### config.mk
export PLATFORM = sky130hd
export DESIGN_NAME = gf_clmul_seq
export DESIGN_NICKNAME = d
export VERILOG_FILES = /design/src/rtl/gf_clmul_seq.sv
export SDC_FILE = /design/constraint.sdc
export NUM_CORES = 1
export LEC_CHECK = 0
export BUFFER_PORTS_ARGS = -buffer_cell sky130_fd_sc_hd__clkbuf_2
export CORE_MARGIN = 4
export CORE_UTILIZATION = 60
export CTS_CLUSTER_SIZE = 25
export DETAILED_ROUTE_END_ITERATION = 10
export PLACE_DENSITY = 0.88
export SYNTH_ARGS = -nofsm -noshare
export SYNTH_HDL_FRONTEND = slang
export SYNTH_SLANG_ARGS = --single-unit
### constraint.sdc
create_clock -name clk -period 3.69 [get_ports clk]
set_input_delay 0.369 -clock clk [delete_from_list [all_inputs] [get_ports clk]]
set_output_delay 0.369 -clock clk [all_outputs]
set_load 0.005 [all_outputs]
### src/rtl/gf_clmul_seq.sv
// Sequential carry-less (GF(2)[x]) multiplier: one bit of B per cycle,
// producing the unreduced 2W-bit product and the clamped field degree.
module gf_clmul_seq #(
  parameter int DATA_WIDTH = 64
) (
  input  logic                          clk,
  input  logic                          rst,
  input  logic                          in_valid,
  output logic                          in_ready,
  input  logic [DATA_WIDTH-1:0]         a_in,
  input  logic [DATA_WIDTH-1:0]         b_in,
  input  logic [$clog2(DATA_WIDTH):0]   polyn_grade,
  output logic                          out_valid,
  input  logic                          out_ready,
  output logic [2*DATA_WIDTH-1:0]       prod_out,
  output logic [$clog2(DATA_WIDTH):0]   grade_out
);

  localparam int W  = DATA_WIDTH;
  localparam int GW = $clog2(DATA_WIDTH) + 1;

  localparam logic [1:0] IDLE = 2'd0;
  localparam logic [1:0] RUN  = 2'd1;
  localparam logic [1:0] DONE = 2'd2;

  localparam logic [GW-1:0] W_G   = GW'(W);
  localparam logic [GW-1:0] ONE_G = GW'(1);
  localparam logic [GW-1:0] ZERO_G = GW'(0);

  logic [1:0]      state_q, state_d;
  logic [2*W-1:0]  a_q, a_d;
  logic [W-1:0]    b_q, b_d;
  logic [2*W-1:0]  acc_q, acc_d;
  logic [GW-1:0]   n_q, n_d;
  logic [GW-1:0]   grade_q, grade_d;
  logic            in_ready_q, in_ready_d;
  logic            out_valid_q, out_valid_d;

  logic [GW-1:0]   m_clamped;
  logic [W-1:0]    op_mask;

  // Clamp the requested degree to W and build the operand mask [m-1:0].
  always_comb begin
    m_clamped = (polyn_grade > W_G) ? W_G : polyn_grade;
    op_mask   = {W{1'b0}};
    for (int i = 0; i < W; i++) begin
      op_mask[i] = (GW'(i) < m_clamped);
    end
  end

  // Next-state logic for the IDLE/RUN/DONE sequencer and datapath.
  always_comb begin
    state_d = state_q;
    a_d     = a_q;
    b_d     = b_q;
    acc_d   = acc_q;
    n_d     = n_q;
    grade_d = grade_q;
    case (state_q)
      IDLE: begin
        if (in_valid) begin
          a_d     = {{W{1'b0}}, a_in & op_mask};
          b_d     = b_in & op_mask;
          acc_d   = {(2*W){1'b0}};
          n_d     = m_clamped;
          grade_d = m_clamped;
          state_d = (m_clamped == ZERO_G) ? DONE : RUN;
        end else begin
          state_d = IDLE;
        end
      end
      RUN: begin
        if (b_q[0]) begin
          acc_d = acc_q ^ a_q;
        end else begin
          acc_d = acc_q;
        end
        a_d = a_q << 1;
        b_d = b_q >> 1;
        n_d = n_q - ONE_G;
        // n_q of zero in RUN is unreachable; leave toward DONE rather than wrap.
        if (n_q <= ONE_G) begin
          state_d = DONE;
        end else begin
          state_d = RUN;
        end
      end
      DONE: begin
        if (out_ready) begin
          state_d = IDLE;
        end else begin
          state_d = DONE;
        end
      end
      default: begin
        state_d = IDLE;
      end
    endcase
    in_ready_d  = (state_d == IDLE);
    out_valid_d = (state_d == DONE);
  end

  // State and datapath registers; reset wins over any handshake.
  always_ff @(posedge clk) begin
    if (rst) begin
      state_q     <= IDLE;
      a_q         <= {(2*W){1'b0}};
      b_q         <= {W{1'b0}};
      acc_q       <= {(2*W){1'b0}};
      n_q         <= ZERO_G;
      grade_q     <= ZERO_G;
      in_ready_q  <= 1'b1;
      out_valid_q <= 1'b0;
    end else begin
      state_q     <= state_d;
      a_q         <= a_d;
      b_q         <= b_d;
      acc_q       <= acc_d;
      n_q         <= n_d;
      grade_q     <= grade_d;
      in_ready_q  <= in_ready_d;
      out_valid_q <= out_valid_d;
    end
  end

  assign in_ready  = in_ready_q;
  assign out_valid = out_valid_q;
  assign prod_out  = acc_q;
  assign grade_out = grade_q;

endmodule
==> flow_summary.toml, run 1 <==
[placement]
io_buffer_count = 275
hpwl_um = 28700
place.gp.congestion = 0.932

[clocking]
ctsResizeCount = 0
clk_path_buf_depth = 3
cts-root-buf = "sky130_fd_sc_hd__clkbuf_16"
ctsHoldBuffers = 0
number_of_buffers_inserted_during_clock_tree_synthesis = 36
cts_setup_buffers = 0
cts_tree = "yes"
cts_sinks = 338
cts_htree_levels = 2
clk_pin_slew_worst_paths_ns = 0.06
clock_latency_on_the_worst_skew_pair_ns = 0.52

[global_route]
grt_start_max_net_pins = 119
initial_antenna_violation_count = 3
grt_overflow = 0
first_global_vias = 13000
grt_first_pass_wirelength_um = 69200
groute.usage.overall = 0.317

[yosys]
asyncSetResetFlopFracSynth = 0
synth_seq_area_share = 0.469
yosysUniqueCellTypes = 56
synth_nets = 1863
netlist_area_um2 = 14400
yosys.area.top_type = "sky130_fd_sc_hd__dfxtp_1"
synth.ff_latch_count = 338
yosys-top-cells-count = "338 x sky130_fd_sc_hd__dfxtp_1, 209 x sky130_fd_sc_hd__nand2_1, 175 x sky130_fd_sc_hd__nor2_1"
number_of_enable_type_register_cells_in_the_synthesized_netlist = 0
post_synth.cell_area_avg_um2 = 8.38
synthesis.yosys.warnings = 0
post_synth_main_area_contributors = "sky130_fd_sc_hd__dfxtp_1 47%, sky130_fd_sc_hd__xor2_1 7.8%, sky130_fd_sc_hd__o211ai_1 7.3%"
syn_inst = 1722
post-synth-top-count-cell = "sky130_fd_sc_hd__dfxtp_1"
yosys_most_used_dff = "sky130_fd_sc_hd__dfxtp_1"
synth_largest_type_area_fraction = 0.469

[setup_path]
end_kind = "flop"
crit_arrival_ns = 2.98
crit_family = "simple AND/OR/NAND/NOR gates"
worst-setup-path-type = "reg -> reg"
worstReg2RegEnd = "prod_out[58]"
cp_slowest_stage_delay_ns = 0.77
worstSetupStartpointType = "flop"
crit_required_ns = 4.11
worstRegToRegCells = 4
critical_path.cell_chain = "or3b_4, nand2b_4, buf_4, nor2_1"
timing.critical_path.slowest_stage_cell = "sky130_fd_sc_hd__or3b_4"
rr_startpoint = "state_q[0]"
critical_path_depth = 4
timing.critical_path.buf_inv = 1
critPathMaxFanout = 72
r2r_slack_ns = 1.13

[sta]
timing_worst_slew_pin_value_ns = 1.11
unrepaired_setup_endpoints_after_global_routing = "false"
min_period_ns = 2.56
relSlewSlack = 0.250
max_clock_freq_mhz = 391
fin_tns_setup_ns = 0
final_setup_violation_count = 0
fin_clk_skew_ns = 0.0222
final_report_hold_violation_count = 0
report.final.slew_viol_count = 0
fin_crit_sh = 0.693

[floorplanning]
start_util = 0.613
area_of_the_die_um2 = 26600
die_width_um = 163
die_y_um = 163
top_level_ports = 276
fp-row-count = 56
core_area_um2 = 23500

[route]
drt-pass1-iter-count = 8
post_drt_wl_per_cell_um = 19.4
drt-initial-drc-count = 1740
detail-route-antenna-nets = 0
via_count = 13900
drcViolationCount = 0
routed_wl_um = 43300
via_per_inst = 6.22

[min_path]
hp-start = "b_in[35]"
min_to = "b_q[35]"
tightest_hold_check_type = "in -> reg"
worst_hold_path.num_cells = 3

[pwr]
leakagePower_uw = 0.00644
power_uw = 8920
power.density_nw_per_um2 = 524
peakVddDrop_mv = 0.344

[flow_run]
maxcap_violations = 0

[run_status]
result_of_the_run = "finished clean"

[finish]
syn_to_final_growth_pct = 17.8
drive_gt1_frac = 0.193
num-nets-final = 2027
[worst max path at each step]
stage	startpoint	endpoint	slack (ns)
after global routing	state_q[0]	prod_out[65]	0.93
after CTS	state_q[0]	prod_out[65]	1.14
final	state_q[0]	prod_out[58]	1.13
after floorplan	state_q[1]	b_q[40]	1.89
after global placement	polyn_grade[6]	a_q[12]	1.21
after detailed placement	in_valid	prod_out[36]	1.15
[area by class of cell]
type	instances	area, µm²
clock inverter	10	135
fill	1843	6530
timing repair buffer	294	1590
multi-input combinational	1211	7030
antenna	1	2.50
inverter	5	18.8
clock buffer	51	1070
sequential	338	6770
tap	319	399
[state kept, by name (all words and copies together), names as in the netlist]
signal     flops
state_q        2
b_q           64
prod_out     128
n_q            7
grade_out      7
a_q          128
in_ready       1
out_valid      1
[worst register-to-register path, cell delays in order, from the launching register on]
cell                       delay [ns]
sky130_fd_sc_hd__dfxtp_1         0.60
sky130_fd_sc_hd__or3b_4          0.77
sky130_fd_sc_hd__nand2b_4        0.50
sky130_fd_sc_hd__buf_4           0.42
sky130_fd_sc_hd__nor2_1          0.18
[stage by stage]
step	setup WS [ns]	instances	utilization	hold WS, ns	instance area (µm²)
finish	1.13	2229	0.722	0.0511	17000
global route	0.926	2229	0.722	0.0451	17000
CTS	1.14	2228	0.722	0.0400	17000
floorplan	1.89	1722	-	0.442	14400
detailed placement	1.15	2167	0.671	0.447	15800
global placement	1.21	2167	0.671	0.443	15800
[where the power goes]
part,total [µW],switching (µW),leakage [µW],internal [µW]
combinational,1270,909,0.00310,360
clock,3680,1460,0.000599,2230
sequential,3960,151,0.00274,3810
total,8920,2520,0.00644,6400
[cells by family (layout without fill, tap and decap cells)]
kind of cell,count (synthesis),in the layout,synth area share
compound gates,444,444,0.207
simple gates,637,637,0.197
other cells,0,1,0
flops,338,338,0.469
xor+xnor,128,128,0.0777
fa+ha+maj,2,2,0.00173
buf+inv,173,360,0.0476
[cells in the final DEF (no fill, tap or decap), types with 6 or more instances in the layout]
cell,n
sky130_fd_sc_hd__a211oi_1,14
sky130_fd_sc_hd__a21oi_1,120
sky130_fd_sc_hd__a222oi_1,12
sky130_fd_sc_hd__a31oi_1,80
sky130_fd_sc_hd__and3_1,30
sky130_fd_sc_hd__buf_4,14
sky130_fd_sc_hd__clkbuf_16,37
sky130_fd_sc_hd__clkbuf_2,274
sky130_fd_sc_hd__clkbuf_8,9
sky130_fd_sc_hd__dfxtp_1,337
sky130_fd_sc_hd__nand2_1,209
sky130_fd_sc_hd__nand2b_1,7
sky130_fd_sc_hd__nand3_1,173
sky130_fd_sc_hd__nor2_1,175
sky130_fd_sc_hd__nor3_1,6
sky130_fd_sc_hd__o211ai_1,141
sky130_fd_sc_hd__o21a_1,6
sky130_fd_sc_hd__o21ai_0,13
sky130_fd_sc_hd__o22ai_1,6
sky130_fd_sc_hd__o2bb2ai_1,22
sky130_fd_sc_hd__or3_1,8
sky130_fd_sc_hd__xor2_1,128
[metal layers]
metal	global-route usage	share of wire	wire length, µm	vias up
met5	0	0.00051	22	-
met2	0.514	0.47	20300	840
met4	0.121	0.040	1740	4
met1	0.418	0.39	16900	6451
met3	0.0641	0.10	4380	135
li1	-	-	-	6430
Power figures use the tool's default switching activity.
==> inputs of run 2 (changes only) <==
CORE_UTILIZATION = 50   (was 60)
PLACE_DENSITY = 0.78   (was 0.88)
clock period = 2.31 ns   (was 3.69 ns; I/O delays follow)
==> flow_summary.toml, run 2 (synthesized netlist as in run 1, its figures left out) <==
[sta]
timing_worst_slew_pin_value_ns = 0.751
min_period_ns = 2.16
final_setup_violation_count = 0
final_report_hold_violation_count = 0
fin_clk_skew_ns = 0.0217
fin_tns_setup_ns = 0
fin_crit_sh = 0.934
report.final.slew_viol_count = 0
unrepaired_setup_endpoints_after_global_routing = "false"
relSlewSlack = 0.499
max_clock_freq_mhz = 464

[setup_path]
critPathMaxFanout = 85
end_kind = "flop"
worstSetupStartpointType = "flop"
r2r_slack_ns = 0.15
worst-setup-path-type = "reg -> reg"
crit_arrival_ns = 2.59
worst_setup_path_startpoint = "state_q[1]"
worstRegToRegCells = 5
worstReg2RegEnd = "a_q[8]"
rr_startpoint = "state_q[1]"
crit_required_ns = 2.75

[finish]
syn_to_final_growth_pct = 27.9
num-nets-final = 2158
layout.core_utilization = 0.655
layout.cells.most_common = "sky130_fd_sc_hd__dfxtp_1"
drive_gt1_frac = 0.197
final_cell_area_um2 = 18500
final_cell_mix = "337 x sky130_fd_sc_hd__dfxtp_1, 274 x sky130_fd_sc_hd__clkbuf_2, 209 x sky130_fd_sc_hd__nand2_1"

[route]
wire_length_on_met2_um = 20800
drcViolationCount = 0
via_per_inst = 5.89
detail_route.wirelength.met1_um = 18200
drt-initial-drc-count = 1680
topRoutingLayerUsed = "met4"
detail-route-antenna-nets = 0
routed_wl_um = 45000
post_drt_wl_per_cell_um = 18.6
met3WireLength_um = 4270
via_count = 14300
drt-pass1-iter-count = 6

[clocking]
cts-root-buf = "sky130_fd_sc_hd__clkbuf_16"
cts_setup_buffers = 0
ctsHoldBuffers = 99
cts_tree = "yes"
ctsResizeCount = 0
number_of_buffers_inserted_during_clock_tree_synthesis = 37
cts_htree_levels = 2
clk_pin_slew_worst_paths_ns = 0.06
clock_latency_on_the_worst_skew_pair_ns = 0.51
cts_sinks = 338
clk_path_buf_depth = 3

[min_path]
tightest_hold_check_type = "in -> reg"
worst_hold_path.num_cells = 3
min_to = "a_q[49]"
hp-start = "a_in[49]"

[run_status]
result_of_the_run = "finished clean"

[global_route]
first_global_vias = 13600
initial_antenna_violation_count = 2
grt_overflow = 0
groute.usage.overall = 0.276
grt_start_max_net_pins = 155
grt_first_pass_wirelength_um = 71600

[floorplanning]
fp-row-count = 61
area_of_the_die_um2 = 31700
die_y_um = 178
top_level_ports = 276
die_width_um = 178
start_util = 0.513
core_area_um2 = 28200

[pwr]
power_uw = 14500
share_clk_of_total_power = 0.404
comb_power_share = 0.163
power.share.switching = 0.280
power.net_switching_uw = 4070
seq_power_share = 0.433
internal-power_uw = 10400
peakVddDrop_mv = 0.534
power.density_nw_per_um2 = 786
leakagePower_uw = 0.00706

[placement]
place.gp.congestion = 0.927
placedInstanceArea_um2 = 16200
io_buffer_count = 275
hpwl_um = 29800

[flow_run]
maxcap_violations = 0
run 2: cell count changes in the layout (fill, tap and decap cells not counted), sizes merged:
cell         before  now
bufinv            3    1
inv               7    6
clkbuf          325  330
buf              20   51
clkinvlp          0    1
dlygate4sd3       0   99
clkinv            5    6
diode             1    3
run 2: area by class of cell:
class	count	area [µm²]
sequential	338	6770
inverter	5	18.8
clock inverter	9	76.3
tap	378	473
antenna	3	7.51
clock buffer	56	1150
fill	2270	9700
timing repair buffer	424	2940
multi-input combinational	1211	7030
run 2: per-stage QoR:
step	setup slack, ns	hold slack (ns)	std cells
final	0.154	0.0180	2424
after global routing	0.0729	0.00796	2423
after CTS	0.223	0.000410	2421
after detailed placement	0.241	0.435	2257
after global placement	0.289	0.433	2257
after floorplan	0.508	0.340	1722
run 2: worst max-delay path by stage:
stage | endpoint | slack, ns
2_1_floorplan | b_q[40] | 0.51
5_1_grt | a_q[8] | 0.07
3_5_place_dp | a_q[8] | 0.24
4_1_cts | a_q[8] | 0.22
6_report | a_q[8] | 0.15
3_3_place_gp | a_q[8] | 0.29
run 2: power groups by stage:
| stage | clock [µW] | sequential, µW | combinational, µW |
|---|---|---|---|
| 2_1_floorplan | 0 | 6350 | 1410 |
| 3_3_place_gp | 0 | 6390 | 2130 |
| 3_5_place_dp | 0 | 6400 | 2160 |
| 4_1_cts | 5970 | 6280 | 2310 |
| 5_1_grt | 6220 | 6310 | 2550 |
| 6_report | 5870 | 6280 | 2360 |
run 2: critical path, stage by stage (launching register included):
cell and delay [ns]:
sky130_fd_sc_hd__dfxtp_1 0.41, sky130_fd_sc_hd__or3b_4 0.60, sky130_fd_sc_hd__buf_12 0.29, sky130_fd_sc_hd__a211oi_1 0.44, sky130_fd_sc_hd__nand2_1 0.12, sky130_fd_sc_hd__a31oi_1 0.19
run 2: routing by layer:
| metal | vias up | global-route usage |
|---|---|---|
| li1 | 6716 | - |
| met1 | 6650 | 0.370 |
| met2 | 786 | 0.443 |
| met3 | 134 | 0.0507 |
| met4 | 0 | 0.108 |
| met5 | - | 0 |
